<file path="config.mk">
export PLATFORM = sky130hd
export DESIGN_NAME = sigmoid_range_reducer
export DESIGN_NICKNAME = d
export VERILOG_FILES = /design/src/rtl/sigmoid_pkg.sv /design/src/rtl/sigmoid_res_fifo.sv /design/src/rtl/sigmoid_range_reducer.sv
export SDC_FILE = /design/constraint.sdc
export NUM_CORES = 1
export LEC_CHECK = 0
export CAP_MARGIN = 10
export CELL_PAD_IN_SITES_DETAIL_PLACEMENT = 0
export CELL_PAD_IN_SITES_GLOBAL_PLACEMENT = 1
export CORE_MARGIN = 2
export CORE_UTILIZATION = 45
export DETAILED_ROUTE_END_ITERATION = 8
export PLACE_DENSITY_LB_ADDON = 0.05
export SETUP_SLACK_MARGIN = 0.4
export SKIP_CTS_REPAIR_TIMING = 1
export SYNTH_ARGS = -nofsm -noshare
export SYNTH_HDL_FRONTEND = slang
export SYNTH_SLANG_ARGS = --single-unit
</file>
<file path="constraint.sdc">
create_clock -name clk -period 5.2 [get_ports clk]
set_input_delay 1.04 -clock clk [delete_from_list [all_inputs] [get_ports clk]]
set_output_delay 1.04 -clock clk [all_outputs]
set_load 0.005 [all_outputs]
</file>
<file path="src/rtl/sigmoid_pkg.sv">
// Shared constants, types and helpers for the sigmoid range reducer.
// Fixed-point convention: Q5.10 input/magnitude, Q0.10 sigmoid result.
package sigmoid_pkg;

  localparam int FRAC_W = 10;

  typedef logic [15:0] q5_10_t;

  localparam q5_10_t ONE_Q     = q5_10_t'(1 << FRAC_W);
  localparam q5_10_t CLAMP_MAG = q5_10_t'(8 << FRAC_W);

  typedef struct packed {
    logic valid;
    logic sign;
    logic clamped;
  } sig_tag_t;

  // Absolute value of a signed Q5.10 word; the most negative code folds to +max.
  function automatic q5_10_t abs_mag(input q5_10_t x);
    if (x == 16'h8000) begin
      return 16'h7FFF;
    end else if (x[15]) begin
      return -x;
    end else begin
      return x;
    end
  endfunction

endpackage

</file>
<file path="src/rtl/sigmoid_res_fifo.sv">
// Show-ahead result FIFO: rdata always presents the oldest entry while not empty.
// The caller guarantees push is never asserted while full.
module sigmoid_res_fifo #(
  parameter int WIDTH = 16,
  parameter int DEPTH = 4
) (
  input  logic                     clk,
  input  logic                     reset,
  input  logic                     push,
  input  logic [WIDTH-1:0]         wdata,
  input  logic                     pop,
  output logic [WIDTH-1:0]         rdata,
  output logic                     full,
  output logic                     empty,
  output logic [$clog2(DEPTH):0]   count
);

  localparam int AW = $clog2(DEPTH);

  logic [WIDTH-1:0] mem_q [DEPTH];
  logic [AW:0]      wr_q, wr_d;
  logic [AW:0]      rd_q, rd_d;
  logic             do_pop;

  always_comb begin
    do_pop = pop && !empty;
    wr_d   = push ? wr_q + 1'b1 : wr_q;
    rd_d   = do_pop ? rd_q + 1'b1 : rd_q;
    count  = wr_q - rd_q;
    empty  = (wr_q == rd_q);
    full   = (count == (AW+1)'(DEPTH));
    rdata  = mem_q[rd_q[AW-1:0]];
  end

  always_ff @(posedge clk) begin
    if (reset) begin
      wr_q <= '0;
      rd_q <= '0;
    end else begin
      wr_q <= wr_d;
      rd_q <= rd_d;
    end
  end

  // Storage needs no reset: pointers alone define which entries are live.
  always_ff @(posedge clk) begin
    if (push) begin
      mem_q[wr_q[AW-1:0]] <= wdata;
    end
  end

endmodule

</file>
<file path="src/rtl/sigmoid_range_reducer.sv">
// Folds a signed Q5.10 sample onto [0, 8.0] for an external sigmoid core and
// restores the sign on the result. Optional clamp counter: SIGMOID_SAT_CNT_EN.
module sigmoid_range_reducer
  import sigmoid_pkg::*;
#(
  parameter int SIG_LATENCY = 1,
  parameter int OUT_DEPTH   = 4
) (
  input  logic        clk,
  input  logic        reset,
  input  logic        in_valid,
  output logic        in_ready,
  input  logic [15:0] in_x,
  output logic [15:0] sig_x,
  input  logic [15:0] sig_f_x,
  output logic        out_valid,
  input  logic        out_ready,
  output logic [15:0] out_y,
  output logic [15:0] sat_count
);

  localparam int TAGS = SIG_LATENCY + 1;
  localparam int CW   = $clog2(OUT_DEPTH) + 1;

  // Handshake: a transfer happens on a rising edge where valid and ready are
  // both high; in_ready is derived from registered credit state only.
  q5_10_t         mag;
  logic           clamp_hit;
  logic           accept;
  q5_10_t         sig_x_q, sig_x_d;
  sig_tag_t       tag_q [TAGS];
  sig_tag_t       tag_in;
  logic [15:0]    in_flight;
  q5_10_t         f_clamped;
  q5_10_t         y;
  logic           fifo_push, fifo_pop, fifo_full, fifo_empty;
  logic [CW-1:0]  fifo_count;
  q5_10_t         fifo_head;

  always_comb begin
    mag       = abs_mag(in_x);
    clamp_hit = (mag > CLAMP_MAG);
    accept    = in_valid && in_ready;
    sig_x_d   = sig_x_q;
    if (accept) begin
      sig_x_d = clamp_hit ? CLAMP_MAG : mag;
    end
    tag_in.valid   = accept;
    tag_in.sign    = in_x[15];
    tag_in.clamped = clamp_hit;
  end

  always_comb begin
    in_flight = '0;
    for (int i = 0; i < TAGS; i++) begin
      in_flight = in_flight + 16'(tag_q[i].valid);
    end
  end

  // Credits cover both results still in the core pipe and results buffered.
  assign in_ready = !reset && ((in_flight + 16'(fifo_count)) < 16'(OUT_DEPTH));
  assign sig_x    = sig_x_q;

  always_comb begin
    f_clamped = (sig_f_x > ONE_Q) ? ONE_Q : sig_f_x;
    y         = tag_q[SIG_LATENCY].sign ? (ONE_Q - f_clamped) : f_clamped;
    fifo_push = tag_q[SIG_LATENCY].valid && !fifo_full;
    out_valid = !reset && !fifo_empty;
    fifo_pop  = out_valid && out_ready;
    out_y     = out_valid ? fifo_head : '0;
  end

  always_ff @(posedge clk) begin
    if (reset) begin
      sig_x_q <= '0;
      for (int i = 0; i < TAGS; i++) begin
        tag_q[i] <= '0;
      end
    end else begin
      sig_x_q  <= sig_x_d;
      tag_q[0] <= tag_in;
      for (int i = 1; i < TAGS; i++) begin
        tag_q[i] <= tag_q[i-1];
      end
    end
  end

  sigmoid_res_fifo #(
    .WIDTH (16),
    .DEPTH (OUT_DEPTH)
  ) u_res_fifo (
    .clk   (clk),
    .reset (reset),
    .push  (fifo_push),
    .wdata (y),
    .pop   (fifo_pop),
    .rdata (fifo_head),
    .full  (fifo_full),
    .empty (fifo_empty),
    .count (fifo_count)
  );

`ifdef SIGMOID_SAT_CNT_EN
  logic [15:0] sat_q, sat_d;

  always_comb begin
    sat_d = sat_q;
    if (accept && clamp_hit && (sat_q != 16'hFFFF)) begin
      sat_d = sat_q + 16'd1;
    end
  end

  always_ff @(posedge clk) begin
    if (reset) begin
      sat_q <= '0;
    end else begin
      sat_q <= sat_d;
    end
  end

  assign sat_count = sat_q;
`else
  assign sat_count = '0;
`endif

endmodule
</file>
==> flow_summary.json <==
{
  "status": "complete, no violations",
  "maxClockFrequency_mhz": 264.7,
  "clk_pin_slew_worst_paths_ns": 0.09,
  "worst_slew_margin_rel_pct": 29.68,
  "timing_max_transition_violations_final": 0,
  "insertedDiodeCount": 0,
  "die_h_um": 102.4,
  "clk_latency_ns": 0.35,
  "period_utilisation_layout_pct": 72.65,
  "finalSetupViolCount": 0,
  "rsz0062_at_grt": "no",
  "grt_first_pass_wirelength_um": 13530,
  "dieWidth_um": 102.4,
  "synthesis.instances": 336,
  "stdcell_area_um2": 5384,
  "htree_levels": 3,
  "timing_worst_slew_pin_value_ns": 1.051,
  "synth_cell_types": 51,
  "worst-path-max-fanout": 18,
  "vias_in_the_first_global_route": 2685,
  "power_density_nw_per_um2": 272.2,
  "grt_overflow": 0,
  "firstDrtPassIters": 4,
  "netlist_top_cells_area": "edfxtp_1, dfxtp_1, mux4_2, and2_1, buf_4",
  "fin_nets": 466,
  "startpoint_type": "input port",
  "worst_hold_path.num_cells": 1,
  "netlist.top_cell.by_area": "edfxtp_1",
  "cts_root_buf": "clkbuf_8",
  "min-delay-path-class": "reg2reg",
  "gp_congestion": 0.8213,
  "stdcell_count": 553,
  "fin_hold_ws_ns": 0.4728,
  "critical_hold_path_startpoint": "sig_x[15]",
  "postSynthAreaPerCell_um2": 12.97,
  "layout_common_cells": "clkdlybuf4s50_1, edfxtp_1, dfxtp_1, conb_1, nand2_1",
  "design.portCount": 86,
  "r2r_end": "u_res_fifo.mem_q[3][8]",
  "required_ns": 4.16,
  "final_report_hold_violation_count": 0,
  "synth-warning-count": 0,
  "synth_edf_count": 64,
  "drive_gt1_share_pct": 10.38,
  "cp-end-kind": "primary output",
  "syn2layout_area_growth_pct": 23.54,
  "drc": 0,
  "dp_hpwl_um": 5888,
  "reg2reg_setup_slack_ns": 2.20,
  "layout_commonest_cell": "clkdlybuf4s50_1",
  "ys_seq_elements": 92,
  "criticalPathCategory": "in2out",
  "cts.sinks": 92,
  "finalWirelength_um": 8458,
  "numPortBuffers": 69,
  "tns_ns": 0,
  "wire_per_inst_um": 15.29,
  "synth_top_flop_cell": "edfxtp_1",
  "initial_core_util_pct": 46.72,
  "floorplan.rows": 35,
  "worstRegToRegCells": 6,
  "grt_start_max_net_pins": 24,
  "leakage_power_of_the_design_nw": 1.914,
  "synth.yosys.seq_area_share_pct": 56.96,
  "cap_violations": 0,
  "finalClockSkew_ns": 0.01165,
  "detail-route-antenna-nets": 0,
  "grt_use_total_pct": 17.13,
  "clk_path_buf_depth": 2,
  "dieArea_um2": 10490,
  "tritoncts": "yes",
  "postSynth.asyncResetShare_pct": 0,
  "place_area_um2": 5160,
  "min_delay_worst_endpoint": "sig_x[15]",
  "routed_via_density": 5.031,
  "worst_ir_drop_vdd_v": 0.0001256,
  "crit-reg2reg-launch": "u_res_fifo.wr_q[0]",
  "final.min_clock_period_ns": 3.778,
  "fp.coreArea_um2": 9328,
  "antenna_found_initial": 0,
  "yosys.area.top_type_share_pct": 44.10,
  "dpl.cell_count": 537,
  "num_vias": 2782,
  "cts_made_buffers": 9,
  "arrival_ns": 2.74,
  "finalPower_mw": 1.465,
  "drt_iter0_markers": 93,
  "synth_area_um2": 4358
}
kinds of logic (layout without fill, tap and decap cells):
group | count (synthesis) | after routing | share of synthesized area (%)
AND/OR/NAND/NOR | 108 | 108 | 13.47
flip-flops | 92 | 92 | 56.96
AO/OA/AOI/OAI | 54 | 54 | 9.216
buffers and inverters | 37 | 98 | 4.852
multiplexers | 17 | 17 | 8.527
XOR/XNOR | 16 | 16 | 3.560
adder cells (fa/ha/maj) | 11 | 11 | 3.330
other | 1 | 28 | 0.08605
how the worst max path moves through the flow:
stage	endpoint	slack (ns)	depth (start not counted)	startpoint
2_1_floorplan	u_res_fifo.mem_q[0][4]	2.25	8	sig_f_x[2]
4_1_cts	out_y[2]	1.39	6	reset
6_report	out_y[2]	1.42	6	reset
3_5_place_dp	u_res_fifo.mem_q[3][4]	1.20	9	sig_f_x[2]
5_1_grt	out_y[10]	1.27	6	reset
3_3_place_gp	u_res_fifo.mem_q[0][4]	1.27	9	sig_f_x[2]
metrics by stage:
stage / setup slack [ns] / utilization (%)
CTS: 1.386 / 57.72
floorplan: 2.253 / -
global placement: 1.271 / 55.32
global route: 1.274 / 57.72
detailed placement: 1.201 / 55.32
finish: 1.422 / 57.72
layer usage:
metal / global-route usage (%) / vias up / part of all wire (%)
li1: - / 1377 / -
met1: 23.83 / 1336 / 49
met2: 26.97 / 58 / 47
met3: 3.146 / 11 / 3.5
met4: 6.462 / 0 / 1.3
met5: 0 / - / 0
critical path, stage by stage:
cell	delay, ns
clkdlybuf4s50_1	0.40
buf_4	0.19
a31oi_1	0.21
buf_4	0.24
and2_1	0.16
clkdlybuf4s50_1	0.49
registers in the layout, summed over array words and instances (netlist names), named ones only:
register,cells
sig_x,16
u_res_fifo.rd_q,3
tag_q,4
u_res_fifo.mem_q,64
u_res_fifo.wr_q,3
area by class of cell:
cell class                 instances  area [um2]
inverter                          10       37.54
tap                              129       161.4
timing repair buffer              72       713.2
clock inverter                     7       100.1
fill                             789        3944
sequential                        92        2482
clock buffer                       9       123.9
multi-input combinational        234        1765
power by group:
group	internal [mW]	switching, mW
Clock	0.274	0.250
Combinational	0.0780	0.0667
Sequential	0.789	0.00727
Total	1.14	0.324
cells in the mapped netlist (2+ instances only):
library cell,count
edfxtp_1,64
dfxtp_1,28
nand2_1,27
and2_1,22
nor2_1,20
buf_4,17
mux4_2,16
ha_1,10
inv_1,10
a22o_1,9
a21oi_1,8
nor3_1,8
xnor2_1,8
clkbuf_1,7
o21ai_0,7
xor2_1,7
nand3_1,6
a21o_1,5
a31oi_1,4
a32o_1,4
nor2b_1,4
nor3b_1,4
o31a_1,4
a21boi_0,3
and2_2,2
nand2b_1,2
nand3b_1,2
nor4_1,2
o211ai_1,2
o31ai_1,2
or3_1,2
Note: power is estimated with default switching activity, not from simulation.
